[src/rtl/rx_fifo.sv]
// rx_fifo: receive-side byte buffer between the UART receiver and the
// processor bus. Drains the receiver through its rda/rec_enable handshake,
// offers a first-word-fall-through read port with occupancy, a threshold
// interrupt and a sticky overrun flag.
module rx_fifo #(
    parameter int DEPTH  = 8,
    parameter int ADDR_W = 3,
    parameter int THRESH = 1
) (
    input  logic              clk,
    input  logic              rst,
    input  logic [7:0]        rx_data,
    input  logic              rx_rda,
    output logic              rx_rec_enable,
    output logic [7:0]        rd_data,
    output logic              rd_valid,
    input  logic              rd_en,
    output logic [ADDR_W:0]   count,
    output logic              full,
    output logic              irq,
    output logic              ovr,
    input  logic              ovr_clr
);

    localparam logic [ADDR_W:0] DEPTH_CNT  = (ADDR_W + 1)'(DEPTH);
    localparam logic [ADDR_W:0] THRESH_CNT = (ADDR_W + 1)'(THRESH);

    logic [7:0]        mem [DEPTH];
    logic [ADDR_W-1:0] wr_ptr;
    logic [ADDR_W-1:0] rd_ptr;

    logic cap;
    logic pop;
    logic push;
    logic drop;

    // Status flags are pure decodes of the occupancy counter.
    assign rd_valid = (count != '0);
    assign full     = (count == DEPTH_CNT);
    assign irq      = (count >= THRESH_CNT);

    // Head of the queue falls straight through to the read port.
    assign rd_data  = mem[rd_ptr];

    // The registered rec_enable masks the byte that is being popped this
    // cycle, since the receiver only drops rda at the end of the pulse.
    assign cap  = rx_rda & ~rx_rec_enable;
    assign pop  = rd_en & rd_valid;
    // A pop in the same cycle frees the slot a full FIFO needs for the push.
    assign push = cap & (~full | pop);
    assign drop = cap & full & ~pop;

    // Pointers, occupancy, handshake pulse and overrun flag.
    always_ff @(posedge clk) begin
        if (!rst) begin
            wr_ptr        <= '0;
            rd_ptr        <= '0;
            count         <= '0;
            rx_rec_enable <= 1'b0;
            ovr           <= 1'b0;
        end else begin
            // NOTE: non-blocking assignments keep every register reading the
            // pre-edge value of the others, independent of statement order.
            rx_rec_enable <= cap;

            if (push) begin
                wr_ptr <= wr_ptr + 1'b1;
            end

            if (pop) begin
                rd_ptr <= rd_ptr + 1'b1;
            end

            if (push && !pop) begin
                count <= count + 1'b1;
            end else if (pop && !push) begin
                count <= count - 1'b1;
            end

            // A drop in the same cycle as a clear must leave the flag set.
            if (drop) begin
                ovr <= 1'b1;
            end else if (ovr_clr) begin
                ovr <= 1'b0;
            end
        end
    end

    // Byte storage; written only on an accepted push outside reset.
    // NOTE: the storage array has no reset on purpose -- stale entries are
    // unreachable once the pointers and count are cleared, and leaving it
    // out lets the array map onto plain RAM or cheap flops.
    always_ff @(posedge clk) begin
        if (rst && push) begin
            mem[wr_ptr] <= rx_data;
        end
    end

endmodule

[config.mk]
export PLATFORM = sky130hd
export DESIGN_NAME = rx_fifo
export DESIGN_NICKNAME = d
export VERILOG_FILES = /design/src/rtl/rx_fifo.sv
export SDC_FILE = /design/constraint.sdc
export NUM_CORES = 1
export LEC_CHECK = 0
export BUFFER_PORTS_ARGS = -buffer_cell sky130_fd_sc_hd__buf_2
export CAP_MARGIN = 20
export CORE_MARGIN = 4
export CORE_UTILIZATION = 63
export DETAILED_ROUTE_END_ITERATION = 16
export GPL_TIMING_DRIVEN = 1
export PLACE_DENSITY = 0.93
export SLEW_MARGIN = 25
export SYNTH_ARGS = -nofsm -noshare
export SYNTH_HDL_FRONTEND = slang
export SYNTH_SLANG_ARGS = --single-unit
[constraint.sdc]
create_clock -name clk -period 5.8 [get_ports clk]
set_input_delay 0.29 -clock clk [delete_from_list [all_inputs] [get_ports clk]]
set_output_delay 0.29 -clock clk [all_outputs]
set_load 0.05 [all_outputs]
==> results of run 1 <==
[power by group]
part,switching (mW),internal (mW),leakage [nW]
combinational,0.293,0.170,0.500
clock,0.180,0.231,0.110
sequential,0.0565,0.644,0.700
total,0.529,1.04,1.31
[per-stage QoR]
| stage | util (%) | cells | setup WS, ns | hold slack [ns] | instance area, µm² |
|---|---|---|---|---|---|
| 3_3_place_gp | 70.4 | 270 | 3.29 | 0.455 | 3410 |
| 4_1_cts | 75.0 | 286 | 3.06 | 0.117 | 3640 |
| 3_5_place_dp | 70.6 | 270 | 3.40 | 0.475 | 3420 |
| 2_1_floorplan | - | 180 | 3.00 | 0.384 | 3230 |
| 5_1_grt | 75.0 | 286 | 3.04 | 0.133 | 3640 |
| 6_report | 75.0 | 286 | 3.12 | 0.125 | 3640 |
[synth_stat cells, drive strengths merged]
cell | count | share of area, %
mux4 | 16 | 13
nor2b | 1 | 0.19
nand4b | 1 | 0.27
dfxtp | 15 | 9.3
or3 | 2 | 0.39
and2 | 1 | 0.19
edfxtp | 64 | 59
and3b | 1 | 0.27
nand4bb | 1 | 0.35
nand2b | 5 | 0.97
a21oi | 5 | 0.77
o21ai | 4 | 0.62
nor3b | 1 | 0.23
nand4 | 2 | 0.39
nand3 | 3 | 0.46
mux2i | 6 | 1.9
xor2 | 1 | 0.27
nor3 | 2 | 0.31
or4b | 1 | 0.31
xnor2 | 1 | 0.27
mux2 | 8 | 2.8
o22ai | 1 | 0.19
ha | 7 | 2.7
nor2 | 8 | 0.93
nand2 | 10 | 1.2
buf | 4 | 1.2
inv | 6 | 0.70
clkbuf | 2 | 0.23
or4 | 1 | 0.23
[path summary, 6_finish.rpt]
check                 from          to  depth (start not counted)
setup / recovery      flop  rd_data[3]                          3
hold / removal     ovr_clr         ovr                          2
setup reg to reg  count[0]   mem[4][5]                          5
hold reg to reg        ovr         ovr                          2
[layout make-up]
cell class,instances,area (µm²),area share [%]
clock inverter,1,5.00,0.138
multi-input combinational,89,948,26.1
clock buffer,15,209,5.75
inverter,6,22.5,0.619
sequential,79,2220,61.1
tap,67,83.8,2.31
timing repair buffer,29,145,3.99
[routing by layer]
metal / vias up / track usage (%) / part of all wire [%]
li1: 779 / - / -
met1: 815 / 24.2 / 41
met2: 47 / 31.4 / 52
met3: 9 / 5.30 / 5.4
met4: 0 / 8.76 / 1.7
met5: - / 0 / 0
[state kept, by name (all words and copies together) (netlist names), named ones only]
signal         flops
count              4
rd_ptr             3
wr_ptr             3
mem               64
ovr                1
rx_rec_enable      1
[logic make-up (layout without fill, tap and decap cells)]
group	count (synthesis)	after routing	share of synthesized area, %
AOI/OAI and AO/OA	10	10	1.59
adders and majority gates	7	7	2.71
and+or+nand+nor	40	40	6.66
DFF	79	79	68.8
muxes	30	30	17.5
buffers and inverters	12	51	2.17
xor gates and xnor gates	2	2	0.542
==> flow_metrics.env, run 1 <==
export IMPL_power_total_mw=1.57
export IMPL_cts_clk_slew_worst_paths_ns=0.07
export IMPL_wl_per_cell_um=18.9
export IMPL_max_cap_violations=0
export IMPL_critPathCaptureType="primary output"
export IMPL_cpPeakStageDelay_ns=0.88
export IMPL_h_tree_depth=3
export IMPL_slowest_stage="dfxtp_1"
export IMPL_grt_pass1_vias=1702
export IMPL_p_per_area_nw_per_um2=433
export IMPL_cts_max_path_buffers=2
export IMPL_postSynthAreaPerCell_um2=17.9
export IMPL_dp_hpwl_um=3470
export IMPL_slew_violations=0
export IMPL_maxSlewHeadroom_pct=38.7
export IMPL_post_cts_buffers=0
export IMPL_drt_wl_total_um=5410
export IMPL_status="finished clean"
export IMPL_vias_per_cell=5.77
export IMPL_core_area_um2=4850
export IMPL_fin_crit_ns=2.68
export IMPL_area_growth_pct=12.5
export IMPL_final_cell_mix="edfxtp_1 (64), buf_2 (29), mux4_1 (15), dfxtp_1 (15), clkbuf_8 (11)"
export IMPL_cts_buffers=9
export IMPL_finClkSkew_ns=0.00660
export IMPL_final_common_cell="edfxtp_1"
export IMPL_hold_path_class="in -> reg"
export IMPL_cts_root_buffer="clkbuf_8"
export IMPL_power_leakage_nw=1.31
export IMPL_startpoint_type="flop"
export IMPL_crit_chain="mux4_1 -> mux2_2 -> buf_2"
export IMPL_ys_warn_count=0
export IMPL_syn_nets=200
export IMPL_postSynthCellCount=180
export IMPL_fin_crit_sh_pct=46.2
export IMPL_vias=1650
export IMPL_clock_latency_ns=0.34
export IMPL_grt_usage_pct=19.3
export IMPL_drt_iter0_markers=113
export IMPL_peakVddDrop_v=0.000371
export IMPL_firstDrtPassIters=4
export IMPL_max_freq_mhz=373
export IMPL_drive_gt1_share_pct=25.1
export IMPL_grt_pass1_wl_um=8760
export IMPL_grt_setup_unrepaired="no"
export IMPL_postCtsHoldBufs=0
export IMPL_drc=0
export IMPL_ys_ff_latch=79
export IMPL_synth_distinct_cells=33
export IMPL_tightest_slew_ns=0.916
export IMPL_dieArea_um2=6340
export IMPL_die_x_um=79.6
export IMPL_cp_required_ns=5.51
export IMPL_grt_max_degree=17
export IMPL_nFillCells=291
export IMPL_yosysSeqAreaShare_pct=68.8
export IMPL_n_antenna_cell=0
export IMPL_overflow=0
export IMPL_die_h_um=79.6
export IMPL_ctsResizeCount=0
export IMPL_path_max_fanout=16
export IMPL_synthesis_area_um2=3230
export IMPL_r2r_slack_ns=3.39
export IMPL_ios=30
export IMPL_ant_nets=0
export IMPL_antenna_found_initial=0
export IMPL_gp_congestion=0.731
export IMPL_port_buffers=29
export IMPL_critPathBufInv=1
export IMPL_path_delay_family="multiplexers"
export IMPL_rows=25
export IMPL_clock_sinks=79
export IMPL_initial_utilization_pct=66.6
export IMPL_finalSetupTns_ns=0
export IMPL_finalHoldViolCount=0
export IMPL_worstPathArrival_ns=2.39
export IMPL_setup_viol=0
export IMPL_finalNetCount=234
export IMPL_tritoncts="yes"
export IMPL_crit_type="reg -> out"
Note: power is estimated with default switching activity, not from simulation.
==> run 2, diff against run 1 <==
Settings changed: CORE_UTILIZATION 63 to 52, PLACE_DENSITY 0.93 to 0.83.
Clock period 5.8 ns to 2.4 ns, I/O delays scaled along.
==> run 2 against run 1 <==
Compared with the run above:
- sequential share of layout area fell by 1.7 points
- first-iteration DRC count rose by 11%
- power rose by 150%
- clock power rose to 2.6 times the previous value
- register-to-register slack got worse by 3.2 ns
- routed wire length rose by 3.7%
- highest routed layer unchanged
- flip-flop and latch count did not move
- critical path type is now reg -> reg
- worst hold slack got worse by 0.085 ns
- non-clock buffer count rose by 11
==> flow_metrics.env, run 2 (synthesis gave the netlist of run 1 again) <==
export IMPL_grt_setup_unrepaired="no"
export IMPL_die_x_um=86.8
export IMPL_crit_chain="inv_1 -> ha_1 -> nand4bb_4 -> and2_1 -> ha_1 -> or4_1 -> a21oi_1 -> mux2i_1"
export IMPL_initial_utilization_pct=53.9
export IMPL_tritoncts="yes"
export IMPL_wl_per_cell_um=18.4
export IMPL_die_h_um=86.8
export IMPL_finalHoldViolCount=0
export IMPL_cp_required_ns=2.67
export IMPL_power_leakage_nw=1.36
export IMPL_peakVddDrop_v=0.00105
export IMPL_clock_latency_ns=0.34
export IMPL_area_growth_pct=16.2
export IMPL_antenna_found_initial=0
export IMPL_reg_top3="mem x64, count x4"
export IMPL_h_tree_depth=3
export IMPL_slew_violations=0
export IMPL_switchingPower_mw=1.34
export IMPL_post_cts_buffers=0
export IMPL_grt_usage_pct=17.1
export IMPL_core_area_um2=5990
export IMPL_tightest_slew_ns=0.453
export IMPL_drive_gt1_share_pct=30.0
export IMPL_drt_iter0_markers=125
export IMPL_clkPwrFrac_pct=27.0
export IMPL_hold_path_class="in -> reg"
export IMPL_fin_crit_sh_pct=90.8
export IMPL_critPathBufInv=1
export IMPL_grt_pass1_wl_um=9240
export IMPL_dieArea_um2=7540
export IMPL_final_cell_mix="edfxtp_1 (64), buf_2 (29), mux4_1 (15)"
export IMPL_finalSetupTns_ns=0
export IMPL_cts_clk_slew_worst_paths_ns=0.08
export IMPL_dp_hpwl_um=3620
export IMPL_n_antenna_cell=0
export IMPL_grt_max_degree=17
export IMPL_slowest_stage="or4_1"
export IMPL_worstPathArrival_ns=2.45
export IMPL_ios=30
export IMPL_maxSlewHeadroom_pct=69.8
export IMPL_cts_max_path_buffers=2
export IMPL_path_max_fanout=6
export IMPL_firstDrtPassIters=4
export IMPL_cpPeakStageDelay_ns=0.41
export IMPL_critical_path_most_common_cell="ha_1"
export IMPL_status="finished clean"
export IMPL_cts_buffers=9
export IMPL_startpoint_type="flop"
export IMPL_port_buffers=29
export IMPL_finalNetCount=245
export IMPL_setup_viol=0
export IMPL_stdcell_count=305
export IMPL_grt_pass1_vias=1772
export IMPL_cts_root_buffer="clkbuf_8"
export IMPL_p_int_mw=2.59
export IMPL_pwr_share_seq_pct=41.8
export IMPL_max_cap_violations=0
export IMPL_crit_type="reg -> reg"
export IMPL_gp_congestion=0.719
export IMPL_max_freq_mhz=459
export IMPL_critPathCaptureType="flop"
export IMPL_fin_crit_ns=2.18
export IMPL_pre_cts_ws_ns=0.180
export IMPL_comb_power_share_pct=31.2
export IMPL_final_common_cell="edfxtp_1"
export IMPL_drt_wl_total_um=5610
export IMPL_overflow=0
export IMPL_setup_slack_ns=0.220
export IMPL_largest_register_ffs=64
export IMPL_drc=0
export IMPL_rows=28
export IMPL_path_delay_family="simple AND/OR/NAND/NOR gates"
export IMPL_vias=1639
export IMPL_clock_sinks=79
export IMPL_regMostFlops="mem"
export IMPL_vias_per_cell=5.37
export IMPL_switching_share_pct=34.0
export IMPL_placedCellCount=288
export IMPL_finClkSkew_ns=0.00586
export IMPL_ant_nets=0
export IMPL_p_per_area_nw_per_um2=1050
export IMPL_nFillCells=432
run 2: cell types whose count changed in the layout (fill, tap and decap cells not counted), sizes merged:
cell	before	now
buf	29	39
clkbuf	15	9
dlygate4sd3	0	1
clkinv	1	3
clkinvlp	0	2
bufinv	0	2
run 2: per-stage QoR:
| stage | power [mW] | hold slack, ns | instance area (µm²) | utilization, % |
|---|---|---|---|---|
| global route | 4.14 | 0.0301 | 3750 | 62.6 |
| CTS | 3.94 | 0.0290 | 3740 | 62.4 |
| finish | 3.93 | 0.0407 | 3750 | 62.6 |
| floorplan | 2.65 | 0.214 | 3240 | - |
| detailed placement | 2.88 | 0.301 | 3500 | 58.5 |
| global placement | 2.85 | 0.316 | 3500 | 58.5 |
run 2: final cells by class:
type / instances / area [µm²] / area share, %
Multi-Input combinational cell: 89 / 955 / 25.4
Inverter: 6 / 22.5 / 0.600
Timing Repair Buffer: 40 / 230 / 6.14
Tap cell: 75 / 93.8 / 2.50
Sequential cell: 79 / 2230 / 59.4
Clock inverter: 7 / 97.6 / 2.60
Clock buffer: 9 / 124 / 3.30
run 2: final timing paths:
| check | start | endpoint | slack, ns | cells after the start |
|---|---|---|---|---|
| setup / recovery | count[1] | count[3] | 0.22 | 8 |
| hold / removal | rx_data[5] | mem[2][5] | 0.04 | 1 |
| setup reg to reg | count[1] | count[3] | 0.22 | 8 |
| hold reg to reg | ovr | ovr | 0.47 | 2 |
run 2: power groups by stage:
| stage | clock network, mW | registers, mW | logic (mW) |
|---|---|---|---|
| floorplan | 0 | 1.76 | 0.890 |
| global placement | 0 | 1.66 | 1.19 |
| detailed placement | 0 | 1.67 | 1.21 |
| CTS | 1.08 | 1.64 | 1.22 |
| global route | 1.17 | 1.66 | 1.32 |
| finish | 1.06 | 1.64 | 1.23 |
run 2: timing repair:
item | CTS | global route
hold buffers | 1 | 0
hold endpoints to repair | 1 | 0
endpoints found under the setup margin | 0 | 1
resized for setup | 0 | 1
run 2: metal layers:
metal	routed length (µm)	vias up	global-route usage, %
met5	0	-	0
met4	66	0	5.95
met2	2890	41	27.5
met3	224	5	5.80
met1	2430	792	21.7
li1	-	801	-
==> run 3, diff against run 2 <==
Settings changed: REMOVE_ABC_BUFFERS from default to 1.
==> run 3 against run 2 <==
Compared with the run above:
- global-route usage decreased by 1.1 points
- die area unchanged
- flip-flop and latch count unchanged
- routed wire length decreased by 3.4%
- sequential share of layout area about the same
- critical path depth increased by 1
- via count increased by 3.3%
- setup slack got worse by 0.034 ns
- maximum frequency decreased by 1.5%
- sequential power about the same
- critical path type unchanged
==> flow_metrics.env, run 3 (synthesis gave the netlist of run 1 again) <==
export IMPL_status="finished clean"
export IMPL_dp_hpwl_um=3600
export IMPL_critPathLaunch="count[1]"
export IMPL_h_tree_depth=3
export IMPL_gp_congestion=0.743
export IMPL_slew_violations=0
export IMPL_wl_per_cell_um=17.7
export IMPL_worstPathArrival_ns=2.48
export IMPL_cts_root_buffer="clkbuf_8"
export IMPL_peakVddDrop_v=0.00103
export IMPL_grt_pass1_wl_um=8860
export IMPL_area_growth_pct=15.9
export IMPL_routed_top_layer="met4"
export IMPL_grt_max_degree=17
export IMPL_fin_crit_sh_pct=92.2
export IMPL_max_cap_violations=0
export IMPL_wl_met1_um=2410
export IMPL_reg_top3="mem x64, count x4"
export IMPL_startpoint_type="flop"
export IMPL_firstDrtPassIters=4
export IMPL_r2r_start="count[1]"
export IMPL_r2r_end="count[3]"
export IMPL_clock_sinks=79
export IMPL_vias=1693
export IMPL_dieArea_um2=7540
export IMPL_grt_usage_pct=16.0
export IMPL_initial_utilization_pct=53.9
export IMPL_drc=0
export IMPL_stdcell_count=306
export IMPL_power_leakage_nw=1.36
export IMPL_drt_wl_total_um=5410
export IMPL_final_cell_mix="edfxtp_1 (64), buf_2 (29), mux4_1 (15)"
export IMPL_rows=28
export IMPL_max_freq_mhz=452
export IMPL_largest_register_ffs=64
export IMPL_port_buffers=29
export IMPL_n_antenna_cell=0
export IMPL_maxSlewHeadroom_pct=69.7
export IMPL_grt_pass1_vias=1729
export IMPL_r2r_slack_ns=0.19
export IMPL_setup_viol=0
export IMPL_cts_max_path_buffers=2
export IMPL_cts_clk_slew_worst_paths_ns=0.09
export IMPL_drive_gt1_share_pct=29.0
export IMPL_finClkSkew_ns=0.0113
export IMPL_finalHoldViolCount=0
export IMPL_worstHoldStart="rx_data[2]"
export IMPL_cp_required_ns=2.67
export IMPL_tightest_slew_ns=0.454
export IMPL_ant_nets=0
export IMPL_endpoint="count[3]"
export IMPL_path_max_fanout=6
export IMPL_grt_setup_unrepaired="no"
export IMPL_tritoncts="yes"
export IMPL_crit_type="reg -> reg"
export IMPL_regMostFlops="mem"
export IMPL_die_h_um=86.8
export IMPL_hold_path_class="in -> reg"
export IMPL_final_util_pct=62.5
export IMPL_p_per_area_nw_per_um2=1050
export IMPL_ios=30
export IMPL_overflow=0
export IMPL_clock_latency_ns=0.33
export IMPL_finalNetCount=246
export IMPL_critPathCaptureType="flop"
export IMPL_cts_buffers=9
export IMPL_final_common_cell="edfxtp_1"
export IMPL_power_total_mw=3.92
export IMPL_reg2regPathDepth=9
export IMPL_finalSetupTns_ns=0
export IMPL_vias_per_cell=5.53
export IMPL_antenna_found_initial=0
export IMPL_core_area_um2=5990
export IMPL_placedCellCount=288
export IMPL_dr_wl_met3_um=192
export IMPL_wl_met2_um=2770
export IMPL_drt_iter0_markers=86
export IMPL_die_x_um=86.8
export IMPL_fin_crit_ns=2.21
-- run 3: changes by cell type in the layout (fill, tap and decap cells not counted), sizes merged --
cell    before  now
clkinv       3    0
inv          6    9
buf         39   40
-- run 3: area by class of cell --
| class | count | area [µm²] |
|---|---|---|
| well taps | 75 | 93.8 |
| clock buffers | 9 | 124 |
| inverters | 6 | 22.5 |
| fillers | 417 | 2250 |
| clock inverters | 7 | 104 |
| flip-flops and latches | 79 | 2220 |
| multi-input cells | 89 | 938 |
| repair buffers | 41 | 238 |
-- run 3: critical path: stages, from the launching register on --
cell and delay (ns):
dfxtp_1 0.42, inv_1 0.11, ha_1 0.22, nor3b_1 0.17
inv_1 0.12, nand2_1 0.07, ha_1 0.25, or4_1 0.42
a21oi_1 0.19, mux2i_1 0.19
-- run 3: worst min path at each step --
stage	endpoint	cells past startpoint	slack (ns)
final	mem[3][2]	1	0.05
after global routing	mem[5][1]	1	0.03
after CTS	mem[3][2]	1	0.04
after detailed placement	ovr	2	0.31
after global placement	ovr	2	0.31
after floorplan	ovr	1	0.21
-- run 3: metal layers --
metal	GRT usage (%)	vias up
li1	-	807
met1	20.7	844
met2	26.6	37
met3	4.28	5
met4	4.67	0
met5	0	-
-- run 3: where the power goes --
group	switching (mW)	internal, mW	total (mW)
combinational	0.776	0.429	1.20
sequential	0.0724	1.56	1.63
clock	0.484	0.600	1.08
-- run 3: what timing repair did --
action	4_1_cts	5_1_grt
setup buffers	0	1
setup endpoints to repair	0	1
hold buffers	1	0
gates resized for setup	0	1
endpoints found under the hold margin	1	0
-- run 3: stage by stage --
| stage | area (µm²) | hold WS, ns | setup slack, ns |
|---|---|---|---|
| 2_1_floorplan | 3180 | 0.214 | -0.397 |
| 3_3_place_gp | 3500 | 0.314 | 0.253 |
| 3_5_place_dp | 3500 | 0.311 | 0.159 |
| 4_1_cts | 3730 | 0.0354 | 0.127 |
| 5_1_grt | 3740 | 0.0341 | 0.00478 |
| 6_report | 3740 | 0.0517 | 0.186 |
